<file path="src/rtl/uart_pkg.sv">
// uart_pkg -- shared types and defaults for the UART receive framer.
//   rx_state_e      : receive FSM state encoding (PARITY only reachable when
//                     UART_RX_PARITY_EN is defined)
//   DEF_CLK_PER_BIT : default clk cycles per UART bit
//   DEF_DATA_BITS   : default data bits per frame
package uart_pkg;

  localparam int unsigned DEF_CLK_PER_BIT = 434;
  localparam int unsigned DEF_DATA_BITS   = 8;

  typedef enum logic [2:0] {
    ST_IDLE   = 3'd0,
    ST_START  = 3'd1,
    ST_DATA   = 3'd2,
    ST_PARITY = 3'd3,
    ST_STOP   = 3'd4
  } rx_state_e;

endpackage

</file>
<file path="src/rtl/uart_rx_sync.sv">
// uart_rx_sync -- two-flop synchroniser for the asynchronous rx line plus a
// falling-edge detector on the synchronised value.
//   clk        : system clock
//   reset      : synchronous, active-high; all flops reset to 1 (line idle)
//   rx_i       : asynchronous serial input
//   rx_sync_o  : synchronised rx
//   fall_o     : high for one cycle when synchronised rx goes 1 -> 0
module uart_rx_sync (
  input  logic clk,
  input  logic reset,
  input  logic rx_i,
  output logic rx_sync_o,
  output logic fall_o
);

  logic meta_q;
  logic sync_q;
  logic prev_q;

  // Synchroniser chain plus one history flop for edge detection.
  always_ff @(posedge clk) begin
    if (reset) begin
      meta_q <= 1'b1;
      sync_q <= 1'b1;
      prev_q <= 1'b1;
    end else begin
      meta_q <= rx_i;
      sync_q <= meta_q;
      prev_q <= sync_q;
    end
  end

  assign rx_sync_o = sync_q;
  assign fall_o    = prev_q & ~sync_q;

endmodule

</file>
<file path="src/rtl/uart_rx_framer.sv">
// uart_rx_framer -- UART receiver: start-bit qualification, mid-bit sampling,
// LSB-first data capture and stop-bit checking.
// Optional feature: define UART_RX_PARITY_EN to add an even-parity bit after
// the data bits and the parity_err output.
//   clk        : system clock (rising edge)
//   reset      : synchronous, active-high
//   rx         : asynchronous serial line, idles high
//   data_out   : last good received word, LSB = first bit on the line
//   valid      : one-cycle pulse, data_out updated this cycle
//   frame_err  : one-cycle pulse, stop bit sampled low
//   busy       : high whenever the FSM is not idle
//   parity_err : one-cycle pulse, parity mismatch (UART_RX_PARITY_EN only)
module uart_rx_framer
  import uart_pkg::*;
#(
  parameter int unsigned CLK_PER_BIT = DEF_CLK_PER_BIT,
  parameter int unsigned DATA_BITS   = DEF_DATA_BITS
) (
  input  logic                 clk,
  input  logic                 reset,
  input  logic                 rx,
  output logic [DATA_BITS-1:0] data_out,
  output logic                 valid,
  output logic                 frame_err,
  output logic                 busy
`ifdef UART_RX_PARITY_EN
  ,
  output logic                 parity_err
`endif
);

  localparam int unsigned TW = $clog2(CLK_PER_BIT);
  localparam int unsigned IW = $clog2(DATA_BITS + 1);

  // Half-bit load centres the start-bit sample; full-bit reloads keep every
  // later sample at the centre of its bit.
  localparam logic [TW-1:0] HALF_LOAD = TW'(CLK_PER_BIT / 2 - 1);
  localparam logic [TW-1:0] FULL_LOAD = TW'(CLK_PER_BIT - 1);
  localparam logic [IW-1:0] LAST_IDX  = IW'(DATA_BITS - 1);

  logic rx_s;
  logic fall_s;

  rx_state_e            state_q, state_d;
  logic [TW-1:0]        timer_q, timer_d;
  logic [IW-1:0]        idx_q, idx_d;
  logic [DATA_BITS-1:0] shift_q, shift_d;
  logic [DATA_BITS-1:0] data_q, data_d;
  logic                 valid_q, valid_d;
  logic                 ferr_q, ferr_d;
  logic                 busy_q, busy_d;
  // Set after a bad stop bit: hold off IDLE until the line returns high so a
  // held-low break reports only once.
  logic                 brk_q, brk_d;
`ifdef UART_RX_PARITY_EN
  logic                 perr_q, perr_d;
  logic                 par_bad_q, par_bad_d;
`endif

  logic timer_zero_s;

  uart_rx_sync u_sync (
    .clk       (clk),
    .reset     (reset),
    .rx_i      (rx),
    .rx_sync_o (rx_s),
    .fall_o    (fall_s)
  );

  assign timer_zero_s = (timer_q == '0);

  // State and datapath registers.
  always_ff @(posedge clk) begin
    if (reset) begin
      state_q   <= ST_IDLE;
      timer_q   <= '0;
      idx_q     <= '0;
      shift_q   <= '0;
      data_q    <= '0;
      valid_q   <= 1'b0;
      ferr_q    <= 1'b0;
      busy_q    <= 1'b0;
      brk_q     <= 1'b0;
`ifdef UART_RX_PARITY_EN
      perr_q    <= 1'b0;
      par_bad_q <= 1'b0;
`endif
    end else begin
      state_q   <= state_d;
      timer_q   <= timer_d;
      idx_q     <= idx_d;
      shift_q   <= shift_d;
      data_q    <= data_d;
      valid_q   <= valid_d;
      ferr_q    <= ferr_d;
      busy_q    <= busy_d;
      brk_q     <= brk_d;
`ifdef UART_RX_PARITY_EN
      perr_q    <= perr_d;
      par_bad_q <= par_bad_d;
`endif
    end
  end

  // Next-state, bit timing and output pulse generation.
  always_comb begin
    state_d   = state_q;
    idx_d     = idx_q;
    shift_d   = shift_q;
    data_d    = data_q;
    valid_d   = 1'b0;
    ferr_d    = 1'b0;
    brk_d     = brk_q;
`ifdef UART_RX_PARITY_EN
    perr_d    = 1'b0;
    par_bad_d = par_bad_q;
`endif
    if (!timer_zero_s) begin
      timer_d = timer_q - TW'(1);
    end else begin
      timer_d = timer_q;
    end

    case (state_q)
      ST_IDLE: begin
        brk_d = 1'b0;
        if (fall_s) begin
          timer_d = HALF_LOAD;
          state_d = ST_START;
        end else begin
          state_d = ST_IDLE;
        end
      end

      ST_START: begin
        if (timer_zero_s) begin
          if (!rx_s) begin
            timer_d = FULL_LOAD;
            idx_d   = '0;
            state_d = ST_DATA;
          end else begin
            // Start bit gone high again: treat as a glitch.
            state_d = ST_IDLE;
          end
        end else begin
          state_d = ST_START;
        end
      end

      ST_DATA: begin
        if (timer_zero_s) begin
          shift_d = {rx_s, shift_q[DATA_BITS-1:1]};
          timer_d = FULL_LOAD;
          if (idx_q == LAST_IDX) begin
            idx_d = '0;
`ifdef UART_RX_PARITY_EN
            state_d = ST_PARITY;
`else
            state_d = ST_STOP;
`endif
          end else begin
            idx_d = idx_q + IW'(1);
          end
        end else begin
          state_d = ST_DATA;
        end
      end

`ifdef UART_RX_PARITY_EN
      ST_PARITY: begin
        if (timer_zero_s) begin
          // Even parity: data plus parity bit must hold an even count of ones.
          par_bad_d = ^{rx_s, shift_q};
          timer_d   = FULL_LOAD;
          state_d   = ST_STOP;
        end else begin
          state_d = ST_PARITY;
        end
      end
`endif

      ST_STOP: begin
        if (brk_q) begin
          if (rx_s) begin
            brk_d   = 1'b0;
            state_d = ST_IDLE;
          end else begin
            state_d = ST_STOP;
          end
        end else if (timer_zero_s) begin
          if (rx_s) begin
            state_d = ST_IDLE;
`ifdef UART_RX_PARITY_EN
            if (par_bad_q) begin
              perr_d = 1'b1;
            end else begin
              data_d  = shift_q;
              valid_d = 1'b1;
            end
`else
            data_d  = shift_q;
            valid_d = 1'b1;
`endif
          end else begin
            ferr_d  = 1'b1;
            brk_d   = 1'b1;
            state_d = ST_STOP;
          end
        end else begin
          state_d = ST_STOP;
        end
      end

      default: begin
        state_d = ST_IDLE;
      end
    endcase

    busy_d = (state_d != ST_IDLE);
  end

  assign data_out  = data_q;
  assign valid     = valid_q;
  assign frame_err = ferr_q;
  assign busy      = busy_q;
`ifdef UART_RX_PARITY_EN
  assign parity_err = perr_q;
`endif

endmodule

</file>
<file path="config.mk">
export PLATFORM = sky130hd
export DESIGN_NAME = uart_rx_framer
export DESIGN_NICKNAME = d
export VERILOG_FILES = /design/src/rtl/uart_pkg.sv /design/src/rtl/uart_rx_sync.sv /design/src/rtl/uart_rx_framer.sv
export SDC_FILE = /design/constraint.sdc
export NUM_CORES = 1
export LEC_CHECK = 0
export ABC_AREA = 1
export ABC_CLOCK_PERIOD_IN_PS = 1800
export CORE_MARGIN = 8
export CORE_UTILIZATION = 23
export DETAILED_ROUTE_END_ITERATION = 8
export PLACE_DENSITY_LB_ADDON = 0.1
export SYNTH_ARGS = -nofsm -noshare
export SYNTH_HDL_FRONTEND = slang
export SYNTH_SLANG_ARGS = --single-unit
</file>
<file path="constraint.sdc">
create_clock -name clk -period 1.8 [get_ports clk]
set_input_delay 0.18 -clock clk [delete_from_list [all_inputs] [get_ports clk]]
set_output_delay 0.18 -clock clk [all_outputs]
set_load 0.005 [all_outputs]
</file>
==> impl_metrics.json, run 1 <==
{
  "status": "completed",
  "worst_ir_drop_vdd_mv": 0.424,
  "setup-tns-final_ps": 0,
  "regToRegEndpoint": "shift_q[1]",
  "whs_ps": 416,
  "numCtsBuffers": 5,
  "place_hpwl_um": 3460,
  "synth.avg_cell_area_um2": 6.97,
  "max-slew-margin-rel_pct": 75.4,
  "period_needed_ps": 1620,
  "drv_cap": 0,
  "cts_buffer_depth": 2,
  "required_ps": 2030,
  "layout.cells.non_filler": 408,
  "drive_above_1_share_pct": 16.2,
  "viasPerCell": 4.25,
  "slowest_stage": "dfxtp_1",
  "cp.arrival_ps": 1850,
  "holdBufCountCts": 0,
  "grt_pass1_vias": 1765,
  "rr_startpoint": "timer_q[1]",
  "final_cell_mix": "69 x nand2_1, 38 x dfxtp_1, 34 x nor2_1",
  "coreArea_um2": 8180,
  "final_common_cell": "nand2_1",
  "area_delta_synth_final_pct": 23.5,
  "multi_input_area_um2": 972,
  "die_area_um2": 11600,
  "cts_root_buffer": "clkbuf_8",
  "yosys.cell_types.count": 32,
  "drt-total-wl_um": 4710,
  "start_util_pct": 23.6,
  "path_class": "reg2reg",
  "fill_cells": 931,
  "path_cells": "inv_2, ha_4, buf_4, nand2_1, nor2_2, nand3_4, clkinv_2, nand2_1, nand2_1, a21oi_1",
  "cts_sinks": 39,
  "track_usage_pct": 8.88,
  "finalHoldViolations": 0,
  "drv_slew": 0,
  "reg2reg_slack_ps": 180,
  "endpoint_kind": "flop",
  "die_h_um": 108,
  "power.density_nw_per_um2": 1370,
  "tightest_slew_ps": 368,
  "grt_pass1_wl_um": 8340,
  "worstSetupStartpointType": "flop",
  "hold_class": "reg2reg",
  "min_path_cells": 1,
  "finalClockSkew_ps": 7.02,
  "max_stage_delay_ps": 350,
  "cts_max_level": 2,
  "syn_area_um2": 1930,
  "dr.pass1.iters": 4,
  "grt_max_degree": 21,
  "drt.antenna.violating_nets": 0,
  "die_x_um": 108,
  "cts_tree": "done",
  "n_antenna_cell": 0,
  "crit_top_cell": "nand2_1",
  "dp.cells": 398,
  "synthCells": 277,
  "drt_iter0_drc": 53,
  "place_area_um2": 2220,
  "ys_warn_count": 0,
  "stdcell_area_um2": 2380,
  "seq_area_frac_synth_pct": 40.5,
  "leakage_uw": 0.00106,
  "clkTransAtPathRegs_ps": 80,
  "regArea_um2": 782,
  "critPathCapture": "shift_q[1]",
  "port_buffers": 13,
  "grt_antenna_before_repair": 0,
  "place_congestion": 0.752,
  "synth-seq-cells": 39,
  "ff2ff_path_depth": 10,
  "num_io_pins": 14,
  "gr-total-overflow": 0,
  "post-route-period-util_pct": 90.1,
  "max_freq_mhz": 617,
  "wl_per_cell_um": 11.6,
  "syn-num-nets": 283,
  "final-setup-viol-count": 0,
  "fp-row-count": 33,
  "crit_start": "timer_q[1]",
  "rsz0062_at_grt": "no",
  "worstSkewPairLatency_ps": 290,
  "utilization_pct": 29.1,
  "vias": 1733,
  "fin_nets": 308,
  "drc_errors": 0,
  "path_max_fanout": 8
}
metal layers:
metal / wire length (µm) / global-route usage [%] / part of all wire (%)
met1: 2360 / 11.0 / 50
met2: 2150 / 14.4 / 46
met3: 154 / 2.46 / 3.3
met4: 48 / 2.97 / 1.0
met5: 0 / 0 / 0
repair_timing:
item                       in CTS  in global routing
buffers inserted                0                  2
setup endpoints to repair       0                  1
gates resized for setup         0                  5
cells by family after synthesis:
| kind of cell | Yosys count | synth area share (%) |
|---|---|---|
| compound gates | 24 | 6.87 |
| xor+xnor | 2 | 0.908 |
| fa+ha+maj | 3 | 1.95 |
| buf+inv | 45 | 10.3 |
| simple gates | 164 | 39.5 |
| flops | 39 | 40.5 |
cells in the mapped netlist, drive strengths merged:
library cell  instances  area, µm²
clkbuf                4       25.0
ha                    3       37.5
clkinv                2       8.75
nor3                  4       20.0
nand2                73        284
dfxtp                39        781
nor2                 40        170
nand3b                1       7.51
a21oi                19       98.9
xnor2                 1       8.76
a31o                  1       8.76
xor2                  1       8.76
o21ai                 3       15.0
inv                  36        135
nor3b                 1       7.51
nand3                33        183
o21ba                 1       10.0
buf                   3       30.0
or2                   3       18.8
nand4                 9       71.3
critical path: cells and delay by family, from the launching register on:
family,cells,cell delay [ps]
simple gates,5,590
flops,1,350
buf+inv,3,320
fa+ha+maj,1,170
compound gates,1,130
through the flow:
| stage | worst slack, ps | total power, µW |
|---|---|---|
| final | 179 | 3270 |
| after detailed placement | 70.0 | 2340 |
| after global routing | 5.63 | 3530 |
| after floorplan | 3.35 | 2020 |
| after global placement | 97.3 | 2360 |
| after CTS | 60.2 | 3250 |
final cells by class:
type / count / share of cell area (%)
Clock buffer: 6 / 3.05
Clock inverter: 2 / 2.52
Inverter: 38 / 6.04
Multi-Input combinational cell: 193 / 40.8
Sequential cell: 39 / 32.8
Tap cell: 105 / 5.51
Timing Repair Buffer: 25 / 9.24
flip-flops by register name (all words and copies together) (netlist names):
name / count
brk_q: 1
timer_q: 9
state_q: 3
valid: 1
u_sync.meta_q: 1
frame_err: 1
data_out: 8
u_sync.rx_sync_o: 1
busy: 1
idx_q: 4
u_sync.prev_q: 1
shift_q: 8
report_power, final:
part / switching (µW) / internal [µW]
combinational: 750 / 561
sequential: 113 / 957
clock: 334 / 555
total: 1200 / 2070
how the worst min path moves through the flow:
stage	from	to
final	u_sync.meta_q	u_sync.rx_sync_o
after global routing	u_sync.meta_q	u_sync.rx_sync_o
after CTS	u_sync.meta_q	u_sync.rx_sync_o
after detailed placement	u_sync.meta_q	u_sync.rx_sync_o
after global placement	u_sync.meta_q	u_sync.rx_sync_o
after floorplan	rx	u_sync.meta_q
No activity file was read; power rests on OpenSTA's default activity.
==> run 2: changes to the inputs <==
--- a/config.mk
+++ b/config.mk
@@ -9,6 +9,7 @@
 export ABC_CLOCK_PERIOD_IN_PS = 1800
 export CORE_MARGIN = 8
 export CORE_UTILIZATION = 23
+export CTS_CLUSTER_DIAMETER = 60
 export DETAILED_ROUTE_END_ITERATION = 8
 export PLACE_DENSITY_LB_ADDON = 0.1
 export SYNTH_ARGS = -nofsm -noshare
==> constraint.sdc (replaced) <==
create_clock -name clk -period 1.8 [get_ports clk]
set_input_delay 0.45 -clock clk [delete_from_list [all_inputs] [get_ports clk]]
set_output_delay 0.45 -clock clk [all_outputs]
set_load 0.005 [all_outputs]
==> impl_metrics.json, run 2 (same netlist as run 1, synthesis figures left out) <==
{
  "cp.arrival_ps": 1870,
  "post-route-period-util_pct": 93.0,
  "min_path_cells": 1,
  "cp_num_buf_inv": 2,
  "status": "completed",
  "max-slew-margin-rel_pct": 77.6,
  "gr-total-overflow": 0,
  "drt-total-wl_um": 4900,
  "ff2ff_path_depth": 12,
  "fin_nets": 311,
  "max_stage_delay_ps": 330,
  "die_h_um": 108,
  "final-setup-viol-count": 0,
  "cts_sinks": 39,
  "cts_root_buffer": "clkbuf_8",
  "grt_pass1_vias": 1652,
  "reg2reg_slack_ps": 130,
  "start_util_pct": 23.6,
  "drt.antenna.violating_nets": 0,
  "fill_cells": 916,
  "cts_tree": "done",
  "leakage_uw": 0.00108,
  "path_cells": "inv_2, ha_4, nand3_2, nor2_4, nand2_1, ha_1, nor2_1, nand3_1, nand3_1, nand3_1, nand2_1, inv_1",
  "worstSetupStartpointType": "flop",
  "crit_top_cell": "nand3_1",
  "path_delay_family": "simple AND/OR/NAND/NOR gates",
  "regMostFlops": "timer_q",
  "multi_input_area_um2": 972,
  "grt_antenna_before_repair": 0,
  "place_hpwl_um": 3550,
  "whs_ps": 414,
  "path_max_fanout": 5,
  "vias": 1752,
  "regArea_um2": 782,
  "die_x_um": 108,
  "final_common_cell": "nand2_1",
  "regToRegEndpoint": "timer_q[0]",
  "track_usage_pct": 8.85,
  "wl_per_cell_um": 11.9,
  "port_buffers": 13,
  "finalClockSkew_ps": 4.82,
  "max_freq_mhz": 597,
  "num_io_pins": 14,
  "coreArea_um2": 8180,
  "worstSkewPairLatency_ps": 290,
  "n_antenna_cell": 0,
  "cts_buffer_depth": 2,
  "drv_cap": 0,
  "crit_cells": 12,
  "path_class": "reg2reg",
  "grt_pass1_wl_um": 8160,
  "hold_start": "u_sync.meta_q",
  "final_cell_mix": "69 x nand2_1, 38 x dfxtp_1, 34 x nor2_1",
  "drv_slew": 0,
  "endpoint_kind": "flop",
  "cts_max_level": 2,
  "holdBufCountCts": 0,
  "tightest_slew_ps": 336,
  "drive_above_1_share_pct": 17.0,
  "drt_iter0_drc": 60,
  "grt_max_degree": 19,
  "worst_ir_drop_vdd_mv": 0.407,
  "crit_start": "timer_q[1]",
  "slowest_stage": "dfxtp_1",
  "dr.pass1.iters": 4,
  "viasPerCell": 4.26,
  "largest_reg_flops": 9,
  "die_area_um2": 11600,
  "period_needed_ps": 1670,
  "numCtsBuffers": 5,
  "place_congestion": 0.771,
  "area_delta_synth_final_pct": 25.3,
  "hold_class": "reg2reg",
  "finalHoldViolations": 0,
  "clkTransAtPathRegs_ps": 80,
  "required_ps": 2000,
  "utilization_pct": 29.6,
  "drc_errors": 0,
  "power.density_nw_per_um2": 1370,
  "fp-row-count": 33,
  "holdPathEnd": "u_sync.rx_sync_o",
  "rr_startpoint": "timer_q[1]"
}
[run 2: how the worst max path moves through the flow]
stage / end / slack [ps]
floorplan: timer_q[0] / 3
global placement: timer_q[0] / 90
detailed placement: timer_q[0] / 40
CTS: timer_q[0] / 7
global route: timer_q[0] / -10
finish: timer_q[0] / 130
[run 2: where the power goes]
part | internal [µW] | leakage, µW | switching [µW]
clock network | 555 | 0.0000654 | 332
registers | 957 | 0.000317 | 110
logic | 587 | 0.000697 | 781
total | 2100 | 0.00108 | 1220
[run 2: layout make-up]
cell class,instances,area share (%)
well taps,105,5.43
flip-flops and latches,39,32.3
clock inverters,2,2.48
repair buffers,28,10.6
multi-input cells,193,40.2
clock buffers,6,3.00
inverters,38,5.95
[run 2: metrics by stage]
stage | cells | setup TNS (ps) | area [µm²] | worst slack [ps] | power, µW
final | 411 | 0 | 2420 | 126 | 3320
after global routing | 411 | -10.9 | 2420 | -10.9 | 3580
after CTS | 408 | 0 | 2380 | 6.69 | 3280
after detailed placement | 400 | 0 | 2250 | 37.5 | 2370
after global placement | 400 | 0 | 2250 | 93.6 | 2390
after floorplan | 277 | 0 | 1940 | 3.35 | 2020
[run 2: layer usage]
layer	global-route usage, %	up-vias	share of wire [%]
met2	13.8	19	45
met5	0	-	0
met1	11.5	790	51
met4	3.07	0	1.3
li1	-	936	-
met3	2.22	7	2.9
[run 2: timing repair]
item	in CTS	in global routing
endpoints found under the setup margin	0	2
buffers inserted	0	3
resized for setup	0	5
